===== src/rtl/fft_ctrl_pkg.sv =====
// Shared constants, engine encodings and controller state type for the FFT pass sequencer.
package fft_ctrl_pkg;

    localparam int ADDR_W = 11;
    localparam int MAX_N  = 2048;

    localparam logic [1:0] ENG_NONE = 2'b00;
    localparam logic [1:0] ENG_R5   = 2'b01;
    localparam logic [1:0] ENG_R3   = 2'b10;
    localparam logic [1:0] ENG_R2   = 2'b11;

    typedef enum logic [2:0] {IDLE, LOAD, PASS_RD, PASS_DRAIN, UNLOAD} state_t;

    // base**e for small exponents; the loop bound is fixed so it unrolls in synthesis
    function automatic logic [31:0] ipow(input logic [31:0] base, input logic [3:0] e);
        logic [31:0] r;
        r = 32'd1;
        for (int i = 0; i < 15; i++) begin
            if (i < int'(e)) r = r * base;
        end
        return r;
    endfunction

endpackage


===== src/rtl/stride_addr_gen.sv =====
// Strided address walker: addr = t + e*stride, e fastest over 0..len-1, built from adders only.
module stride_addr_gen #(
    parameter int ADDR_W = fft_ctrl_pkg::ADDR_W
) (
    input  logic              clk,
    input  logic              rst,
    input  logic              clear,
    input  logic              step,
    input  logic [ADDR_W:0]   len,
    input  logic [ADDR_W:0]   stride,
    input  logic [ADDR_W:0]   total,
    output logic [ADDR_W-1:0] addr,
    output logic              last
);

    logic [ADDR_W-1:0] e;
    logic [ADDR_W-1:0] t;
    logic [ADDR_W-1:0] cnt;
    logic              e_wrap;

    assign e_wrap = ({1'b0, e} == len - (ADDR_W+1)'(1));
    assign last   = ({1'b0, cnt} == total - (ADDR_W+1)'(1));

    always_ff @(posedge clk or posedge rst) begin
        if (rst) begin
            e    <= '0;
            t    <= '0;
            addr <= '0;
            cnt  <= '0;
        end else if (clear) begin
            e    <= '0;
            t    <= '0;
            addr <= '0;
            cnt  <= '0;
        end else if (step) begin
            cnt <= cnt + ADDR_W'(1);
            // end of a butterfly group: next group starts one word further on
            if (e_wrap) begin
                e    <= '0;
                t    <= t + ADDR_W'(1);
                addr <= t + ADDR_W'(1);
            end else begin
                e    <= e + ADDR_W'(1);
                addr <= ADDR_W'({1'b0, addr} + stride);
            end
        end
    end

endmodule


===== src/rtl/fft_pass_sequencer.sv =====
// Frame scheduler for the mixed-radix FFT: load, r5/r3/r2 in-place passes, unload.
module fft_pass_sequencer
    import fft_ctrl_pkg::*;
#(
    parameter int ADDR_W = fft_ctrl_pkg::ADDR_W,
    parameter int MAX_N  = fft_ctrl_pkg::MAX_N,
    parameter int RD_LAT = 1
) (
    input  logic              clk,
    input  logic              rst,
    input  logic              cfg_valid,
    input  logic [3:0]        stages2,
    input  logic [2:0]        stages3,
    input  logic [1:0]        stages5,
    output logic              cfg_ready,
    output logic              cfg_err,
    input  logic              abort,
    input  logic              in_valid,
    output logic              mem_we,
    output logic [ADDR_W-1:0] mem_waddr,
    output logic              mem_re,
    output logic [ADDR_W-1:0] mem_raddr,
    output logic [1:0]        eng_sel,
    output logic              eng_di_en,
    input  logic              eng_do_en,
    output logic              busy,
    output logic              out_valid,
    output logic              out_last,
    output logic [1:0]        pass_idx
);

    localparam int CW = ADDR_W + 1;

    state_t          state;
    logic [1:0]      cur_eng;
    logic [1:0]      nxt_eng;
    logic [CW-1:0]   pow2_r, pow3_r, pow5_r, n_r, s5_r, s3_r, s2_r;
    logic            rd_done, wr_done;
    logic [RD_LAT-1:0] di_pipe, ov_pipe, ol_pipe;

    logic [31:0]     p2_c, p3_c, p5_c, n_c;
    logic [CW-1:0]   gen_len, gen_stride;
    logic            in_pass, rd_step, wr_step;
    logic            load_done, wr_fin, drain_done, gen_clear;
    logic [ADDR_W-1:0] rd_addr, wr_addr;
    logic            rd_last, wr_last;

    // 32-bit products so oversized requests cannot wrap into the legal range
    assign p2_c = 32'd1 << stages2;
    assign p3_c = ipow(32'd3, {1'b0, stages3});
    assign p5_c = ipow(32'd5, {2'b00, stages5});
    assign n_c  = p2_c * p3_c * p5_c;

    assign in_pass    = (state == PASS_RD) || (state == PASS_DRAIN);
    assign rd_step    = (state == PASS_RD) || ((state == UNLOAD) && !rd_done);
    assign wr_step    = ((state == LOAD) && in_valid) || (in_pass && eng_do_en);
    assign load_done  = (state == LOAD) && in_valid && wr_last;
    assign wr_fin     = in_pass && eng_do_en && wr_last;
    assign drain_done = (state == PASS_DRAIN) && (wr_done || wr_fin);
    assign gen_clear  = abort || (state == IDLE) || load_done || drain_done;

    assign cfg_ready = (state == IDLE);
    assign busy      = (state != IDLE);
    assign mem_re    = rd_step;
    assign mem_we    = wr_step;
    assign mem_raddr = rd_step ? rd_addr : '0;
    assign mem_waddr = wr_step ? wr_addr : '0;
    assign eng_sel   = cur_eng;
    assign pass_idx  = (state == UNLOAD) ? 2'd3 : cur_eng;
    assign eng_di_en = di_pipe[RD_LAT-1];
    assign out_valid = ov_pipe[RD_LAT-1];
    assign out_last  = ol_pipe[RD_LAT-1];

    // load and unload walk linearly: one-element groups spaced by N
    always_comb begin
        gen_len    = CW'(1);
        gen_stride = n_r;
        if (in_pass) begin
            case (cur_eng)
                ENG_R5:  begin gen_len = pow5_r; gen_stride = s5_r; end
                ENG_R3:  begin gen_len = pow3_r; gen_stride = s3_r; end
                default: begin gen_len = pow2_r; gen_stride = s2_r; end
            endcase
        end
    end

    always_comb begin
        nxt_eng = ENG_NONE;
        if ((cur_eng == ENG_NONE) && (pow5_r != CW'(1)))
            nxt_eng = ENG_R5;
        else if (((cur_eng == ENG_NONE) || (cur_eng == ENG_R5)) && (pow3_r != CW'(1)))
            nxt_eng = ENG_R3;
        else if ((cur_eng != ENG_R2) && (pow2_r != CW'(1)))
            nxt_eng = ENG_R2;
    end

    stride_addr_gen #(.ADDR_W(ADDR_W)) u_rd_gen (
        .clk(clk), .rst(rst), .clear(gen_clear), .step(rd_step),
        .len(gen_len), .stride(gen_stride), .total(n_r),
        .addr(rd_addr), .last(rd_last)
    );

    stride_addr_gen #(.ADDR_W(ADDR_W)) u_wr_gen (
        .clk(clk), .rst(rst), .clear(gen_clear), .step(wr_step),
        .len(gen_len), .stride(gen_stride), .total(n_r),
        .addr(wr_addr), .last(wr_last)
    );

    always_ff @(posedge clk or posedge rst) begin
        if (rst) begin
            state   <= IDLE;
            cur_eng <= ENG_NONE;
            cfg_err <= 1'b0;
            rd_done <= 1'b0;
            wr_done <= 1'b0;
            di_pipe <= '0;
            ov_pipe <= '0;
            ol_pipe <= '0;
            pow2_r  <= '0;
            pow3_r  <= '0;
            pow5_r  <= '0;
            n_r     <= '0;
            s5_r    <= '0;
            s3_r    <= '0;
            s2_r    <= '0;
        end else begin
            cfg_err <= 1'b0;
            di_pipe <= (di_pipe << 1) | RD_LAT'(state == PASS_RD);
            ov_pipe <= (ov_pipe << 1) | RD_LAT'((state == UNLOAD) && rd_step);
            ol_pipe <= (ol_pipe << 1) | RD_LAT'((state == UNLOAD) && rd_step && rd_last);
            if (abort) begin
                state   <= IDLE;
                cur_eng <= ENG_NONE;
                rd_done <= 1'b0;
                wr_done <= 1'b0;
                di_pipe <= '0;
                ov_pipe <= '0;
                ol_pipe <= '0;
            end else begin
                case (state)
                    IDLE: begin
                        if (cfg_valid) begin
                            if (n_c > 32'(MAX_N)) begin
                                cfg_err <= 1'b1;
                            end else begin
                                pow2_r  <= CW'(p2_c);
                                pow3_r  <= CW'(p3_c);
                                pow5_r  <= CW'(p5_c);
                                n_r     <= CW'(n_c);
                                s5_r    <= CW'(p2_c * p3_c);
                                s3_r    <= CW'(p2_c * p5_c);
                                s2_r    <= CW'(p3_c * p5_c);
                                cur_eng <= ENG_NONE;
                                rd_done <= 1'b0;
                                wr_done <= 1'b0;
                                state   <= LOAD;
                            end
                        end
                    end
                    LOAD: begin
                        if (load_done) begin
                            cur_eng <= nxt_eng;
                            state   <= (nxt_eng == ENG_NONE) ? UNLOAD : PASS_RD;
                        end
                    end
                    PASS_RD: begin
                        if (wr_fin) wr_done <= 1'b1;
                        if (rd_step && rd_last) state <= PASS_DRAIN;
                    end
                    PASS_DRAIN: begin
                        if (drain_done) begin
                            wr_done <= 1'b0;
                            cur_eng <= nxt_eng;
                            state   <= (nxt_eng == ENG_NONE) ? UNLOAD : PASS_RD;
                        end
                    end
                    UNLOAD: begin
                        if (rd_step && rd_last) rd_done <= 1'b1;
                        // leave once the final beat has emerged from the read pipeline
                        if (ol_pipe[RD_LAT-1]) begin
                            rd_done <= 1'b0;
                            state   <= IDLE;
                        end
                    end
                    default: state <= IDLE;
                endcase
            end
        end
    end

endmodule


===== config.mk =====
export PLATFORM = sky130hd
export DESIGN_NAME = fft_pass_sequencer
export DESIGN_NICKNAME = d
export VERILOG_FILES = /design/src/rtl/fft_ctrl_pkg.sv /design/src/rtl/stride_addr_gen.sv /design/src/rtl/fft_pass_sequencer.sv
export SDC_FILE = /design/constraint.sdc
export NUM_CORES = 1
export LEC_CHECK = 0
export CORE_UTILIZATION = 45
export DETAILED_ROUTE_END_ITERATION = 10
export SKIP_LAST_GASP = 1
export SLEW_MARGIN = 5
export SYNTH_ARGS = -nofsm -noshare
export SYNTH_HDL_FRONTEND = slang
export SYNTH_SLANG_ARGS = --single-unit
export TNS_END_PERCENT = 30

===== constraint.sdc =====
create_clock -name clk -period 6.6 [get_ports clk]
set_clock_uncertainty 0.05 [all_clocks]
set_input_delay 1.98 -clock clk [delete_from_list [all_inputs] [get_ports clk]]
set_output_delay 1.98 -clock clk [all_outputs]
set_load 0.02 [all_outputs]

# After elaboration in Yosys (flattened, before gate mapping)
# Index checks and enable logic that the tools add are counted.
# totals
ff_bits	180
inputBits	15
out_inout_bits	34
word_cells	194
# op_classes
n_addsub	10
multipliers	12
order_cmp	11
eq_ne	22
shift	1
n_mux	74
n_bitwise	2
n_reduce_logical	39
# op_table
operator	count
$mux W11	25
$mux W32	8
$mul A32 B2 Y32 const B	6
$add A11 B1 Y11 const B	6
$mul A32 B3 Y32 const B	2
$mul A32 B32 Y11	2
$mul A32 B32 Y32	2
$eq A11 B12 Y1	4
$ne A12 B1 Y1 const B	3
$gt A32 B12 Y1 const B	1
$shl A1 B4 Y32 const A	1
$mux W3	9
$pmux W12 S2	1
$sub A12 B1 Y12 const B	2
$add A11 B11 Y11	2
$pmux W11 S2	1
$mux W2	10
$mux W1	15
$ne A3 B3 Y1 const B	5
$pmux W3 S5	1
$logic_and A1 B1 Y1	12
$mux W12	1
$reduce_and A5 Y1	2
$lt A3 B3 Y1 const A	3
26 further kinds	47

# Longest topological paths before layout
# depth
word_depth	21
ltp_mapped	78
mapped_depth_nobuf	73

# Cells and area by module
# A second synthesis with hierarchy kept.
# hier_totals
hier_cells	3592
hier_area_um2	30626.9
# modules_own_cells
mod	instances	cells_per_inst	area_each_um2	seq_area_each_um2
fft_pass_sequencer	1	2750	23557.6	1976.9
stride_addr_gen	2	421	3534.6	1101.1

# Worst setup path before layout
# OpenSTA, ideal clock, no wires.
# synth_path
path_kind	input port to flip-flop
start	input stages3[0]
end	register pow3_r[11]
setup_ps	128
arrival_ps	19202
required_ps	6422
setup_slack_ps	-12780
path_stages	76
n_path_buf	7
cell_sequence	clkbuf_1 clkbuf_1 buf_1 a21oi_1 ha_1 o21a_1 inv_1 ha_1 and3b_1 o21a_1 o21ai_0 a21boi_0 o32ai_1 ha_1 a22o_1 o41ai_1 o21bai_1 a21oi_1 (+40 left out) ha_1 ha_1 inv_1 fa_1 inv_1 ha_1 nor2b_1 o21ai_0 o2111ai_1 nor4b_1 o2111ai_1 or4_1 or4_1 or2_4 nor4_4 buf_4 buf_6 mux2_1
# synth_via
elab_chain_len	19
elab_cells_between_ends	25
classes_between	8 x mul; 8 x order compare; 7 x mux; 1 x bitwise; 1 x reduce/logical
# synth_lines
element	line_no	source
start, declared	fft_pass_sequencer.sv:13	input logic [2:0] stages3,
$lt A1 B3 Y1	fft_ctrl_pkg.sv:19	if (i < int'(e)) r = r * base;
$mux W2	fft_ctrl_pkg.sv:19	
$mul A32 B2 Y32	fft_ctrl_pkg.sv:19	
$mux W32	fft_ctrl_pkg.sv:19	
$mul A32 B2 Y32	fft_ctrl_pkg.sv:19	
$mux W32	fft_ctrl_pkg.sv:19	
$mul A32 B2 Y32	fft_ctrl_pkg.sv:19	
$mux W32	fft_ctrl_pkg.sv:19	
(+3 left out)	--	
$mux W32	fft_ctrl_pkg.sv:19	
$mul A32 B2 Y32	fft_ctrl_pkg.sv:19	
$mux W32 *	fft_ctrl_pkg.sv:19	
$mul A32 B32 Y32	--	
$mul A32 B32 Y32	fft_pass_sequencer.sv:52	assign n_c = p2_c * p3_c * p5_c;
$gt A32 B12 Y1	fft_pass_sequencer.sv:143	if (n_c > 32'(MAX_N)) begin
$not A1 Y1 (no line)	--	
$reduce_and A4 Y1 (no line)	--	
end signal, assigned	fft_pass_sequencer.sv:147	pow3_r <= CW'(p3_c);
end, declared	fft_pass_sequencer.sv:37	logic [CW-1:0] pow2_r, pow3_r, pow5_r, n_r, s5_r, s3_r, s2_r;
# Every way passes the cells marked *; elsewhere a longest branch is shown, timed or not.
# A chain may end at the register's enable or synchronous reset.

# Worst setup path in the final report
# layout_path
start	input stages3[0]
end	register pow2_r[7]
# layout_via
elab_chain_len	19
elab_cells_between_ends	25
classes_between	8 x mul; 8 x order compare; 7 x mux; 1 x bitwise; 1 x reduce/logical
# layout_lines
element	line_no	source
$lt A1 B3 Y1	fft_ctrl_pkg.sv:19	
$mux W2	fft_ctrl_pkg.sv:19	
$mul A32 B2 Y32	fft_ctrl_pkg.sv:19	
$mux W32	fft_ctrl_pkg.sv:19	
$mul A32 B2 Y32	fft_ctrl_pkg.sv:19	
$mux W32	fft_ctrl_pkg.sv:19	
$mul A32 B2 Y32	fft_ctrl_pkg.sv:19	
$mux W32	fft_ctrl_pkg.sv:19	
(+3 left out)	--	
$mux W32	fft_ctrl_pkg.sv:19	
$mul A32 B2 Y32	fft_ctrl_pkg.sv:19	
$mux W32 *	fft_ctrl_pkg.sv:19	
$mul A32 B32 Y32 *	--	
$mul A32 B32 Y32 *	fft_pass_sequencer.sv:52	
$gt A32 B12 Y1 *	fft_pass_sequencer.sv:143	
$not A1 Y1 (no line) *	--	
$reduce_and A4 Y1 (no line) *	--	
end signal, assigned	fft_pass_sequencer.sv:146	pow2_r <= CW'(p2_c);
end, declared	fft_pass_sequencer.sv:37	
# Marked as above.

==> metrics.csv <==
metric,value,unit
count of cell types in the netlist,86,
Placeable Area,64500,µm²
Leak,19.4,nW
GRT overflow,0,
Synth area leaders,"fa_1, ha_1, dfrtp_1, inv_1, nand2_1",
Root Buffer,clkbuf_16,
Mapped Cells,3423,
design area,37000,µm²
max-slew violation count,0,
CTS max path bufs,2,
Critical Path Start Type,input pin,
unrepaired setup endpoints after global routing,true,
worst reg2reg startpoint,eng_sel[0]$_DFFE_PP0P_,
initial antenna violation count,2,
io pins,49,
# port buffers,48,
Final Util,0.575,
ys async rst share,1.00,
area delta synth->final,25.9,%
"slowest stage delay, CP",0.56,ns
die area,66400,µm²
Post-DP Area,34800,µm²
Post-DRT Antenna Nets,0,
Post-DP HPWL,63700,µm
Max rail drop VDD,0.284,mV
clock tree from TritonCTS,built,
DRT Pass-1 Iters,6,
Yosys warning count,0,
Hold Path Origin,s3_r[9]$_DFFE_PP0P_,
reg2reg setup slack,1.45,ns
"Worst Path Class, Setup",in2reg,
sequential share of power,0.136,
"Setup violations, final",71,
Slew headroom,0.260,
"most used cell, CP",ha_4,
register area share after synthesis,0.140,
drt via density,5.15,
Clock Latency Late Sink,0.43,ns
"Req. time, crit path",6.87,ns
Yosys top cell by area,fa_1,
share of the synthesized area in the top cell type,0.213,
"Hold Vio Cnt, Final",0,
Final min period,17.76,ns
Sw Ratio,0.434,
GPL Wtd Cong,0.885,
Combinational Power Share,0.717,
starting density of the core,0.456,
CP max-delay cell,fa_1,
vias in the first global route,24734,
Int Pwr,4.21,mW
Sw Pwr,3.23,mW
Reg2Reg Capture Point,u_wr_gen.addr[8]$_DFFE_PP0P_,
die height,258,µm
CTS H-tree depth,4,
synthesized area,29400,µm²
Clk pwr share,0.147,
num rows,93,
Worst Max-Slew Pin Slew,1.09,ns
failing checks,negative setup slack,
hold path endpoint,s3_r[9]$_DFFE_PP0P_,
diode count,0,
max-cap violations,0,
TritonCTS sink count,164,
largest net degree at the start of global routing,85,
die width,258,µm
prevailing post-synth register cell,dfrtp_1,
global-route wire length before repair,128000,µm
number of synthesized register bits,164,
"worst slack, placed",-12.48,ns
period utilization,2.69,
Pwr Total,7.44,mW
Final WS setup,-11.16,ns
GRT Overall Usage,0.235,
status,"complete, but fails checks",
layout cells sized above 1,0.216,
Avg Inst Size Synth,8.59,µm²
Critical Path End Type,flop,
clk slew on worst S/H paths,0.07,ns
WHS Path Cells,1,
via count,24798,
routed wire length,77400,µm
Worst Hold Class,reg2reg,
Pwr Density,201,nW/µm²
cts bufs inserted,17,
max frequency,0.0563,GHz
crit path DAT,18.04,ns
CP max FO,7,
Post-synth EDFFs,0,
"leading cell type in the layout, fill and taps excluded",inv_1,
DRC viols,0,
Iter 0 DRT Violations,1505,
r2r worst-path depth,17,
most frequent cells in the layout,"inv_1, buf_4, ha_1",
Nets,4705,
Avg WL per Cell,16.1,µm
how the worst max path moves through the flow:
stage          startpoint                     to  slack (ns)
6_report       stages3[0]  pow2_r[7]$_DFFE_PP0P_      -11.16
3_5_place_dp   stages3[2]  pow5_r[6]$_DFFE_PP0P_      -12.48
3_3_place_gp   stages3[2]  pow3_r[9]$_DFFE_PP0P_      -12.26
5_1_grt        stages3[0]  pow2_r[7]$_DFFE_PP0P_      -11.68
4_1_cts        stages3[0]  pow2_r[3]$_DFFE_PP0P_      -11.10
2_1_floorplan  stages3[0]   s5_r[10]$_DFFE_PP0P_      -11.41
kinds of logic (layout without fill, tap and decap cells):
logic type	count (synthesis)	after routing	share of synthesized area
simple gates	980	980	0.158
fa+ha+maj	746	746	0.397
buf+inv	746	1249	0.0969
compound gates	487	487	0.109
xor+xnor	205	205	0.0650
flops	164	164	0.140
mux	93	93	0.0342
other cells	2	33	0.000255
worst max-delay path, delay by kind of cell:
kind | cells | cell delay [ns]
buffers and inverters | 18 | 1.84
and+or+nand+nor | 10 | 2.53
muxes | 1 | 0.28
AOI/OAI and AO/OA | 20 | 3.15
adders and majority gates | 21 | 7.59
xor gates and xnor gates | 4 | 0.63
per-layer routing:
layer	vias up	global-route usage	part of all wire
li1	12175	-	-
met1	12159	0.323	0.46
met2	396	0.410	0.50
met3	64	0.0202	0.030
met4	4	0.0327	0.011
met5	-	0	0.00030
synthesized netlist by cell type, drive strengths merged, types with 6 or more instances:
library cell	number
a22o	7
or3	27
a21oi	139
nand3b	6
nand3	87
ha	433
o2111ai	6
mux2i	33
nand2b	31
dfrtp	164
o21ai	88
o21a	19
o211ai	15
and2	81
xor2	91
o31ai	16
o21bai	17
xnor2	106
o22ai	9
or4	11
a21boi	12
fa	313
a211oi	34
nand2	313
a31oi	20
nand4	21
a221oi	11
and3	26
nor4	21
nor2b	27
nor2	252
a21o	44
xnor3	8
clkbuf	111
mux2	60
inv	612
nor3	42
or2	13
buf	19
flip-flops by register name (all words and copies together), names as in the netlist, 8 cells and up:
register,flops
u_rd_gen.e,11
u_rd_gen.cnt,11
u_wr_gen.cnt,11
u_wr_gen.e,11
u_rd_gen.t,11
pow3_r,11
pow2_r,12
u_wr_gen.addr,11
u_wr_gen.t,11
s3_r,9
u_rd_gen.addr,11
s5_r,9
s2_r,8
n_r,11
power by group through the flow:
stage | logic, mW | clock network, mW | registers, mW
after detailed placement | 5.05 | 0 | 1.03
after floorplan | 2.93 | 0 | 1.03
after global routing | 5.98 | 1.14 | 1.01
after global placement | 5.03 | 0 | 1.03
final | 5.33 | 1.10 | 1.01
after CTS | 5.26 | 1.11 | 1.01
through the flow:
stage	hold slack [ns]	TNS (ns)	cells
2_1_floorplan	0.408	-804.35	3454
3_3_place_gp	0.420	-865.53	4714
3_5_place_dp	0.427	-879.60	4714
4_1_cts	0.443	-778.93	4797
5_1_grt	0.464	-821.99	4812
6_report	0.444	-784.84	4812
cell type report:
cell class / instances / area, µm²
fill: 5826 / 27400
multi-input combinational: 2544 / 23900
timing repair buffer: 601 / 4970
sequential: 164 / 4100
inverter: 616 / 2330
tap: 855 / 1070
clock buffer: 19 / 443
clock inverter: 13 / 193
timing repair:
action | in CTS | in global routing
hold buffers | 0 | 0
pin swaps | 97 | 64
cloned | 3 | 2
resized for setup | 141 | 94
setup endpoints to repair | 71 | 71
setup buffers | 48 | 15
(Power assumes the default switching activity.)
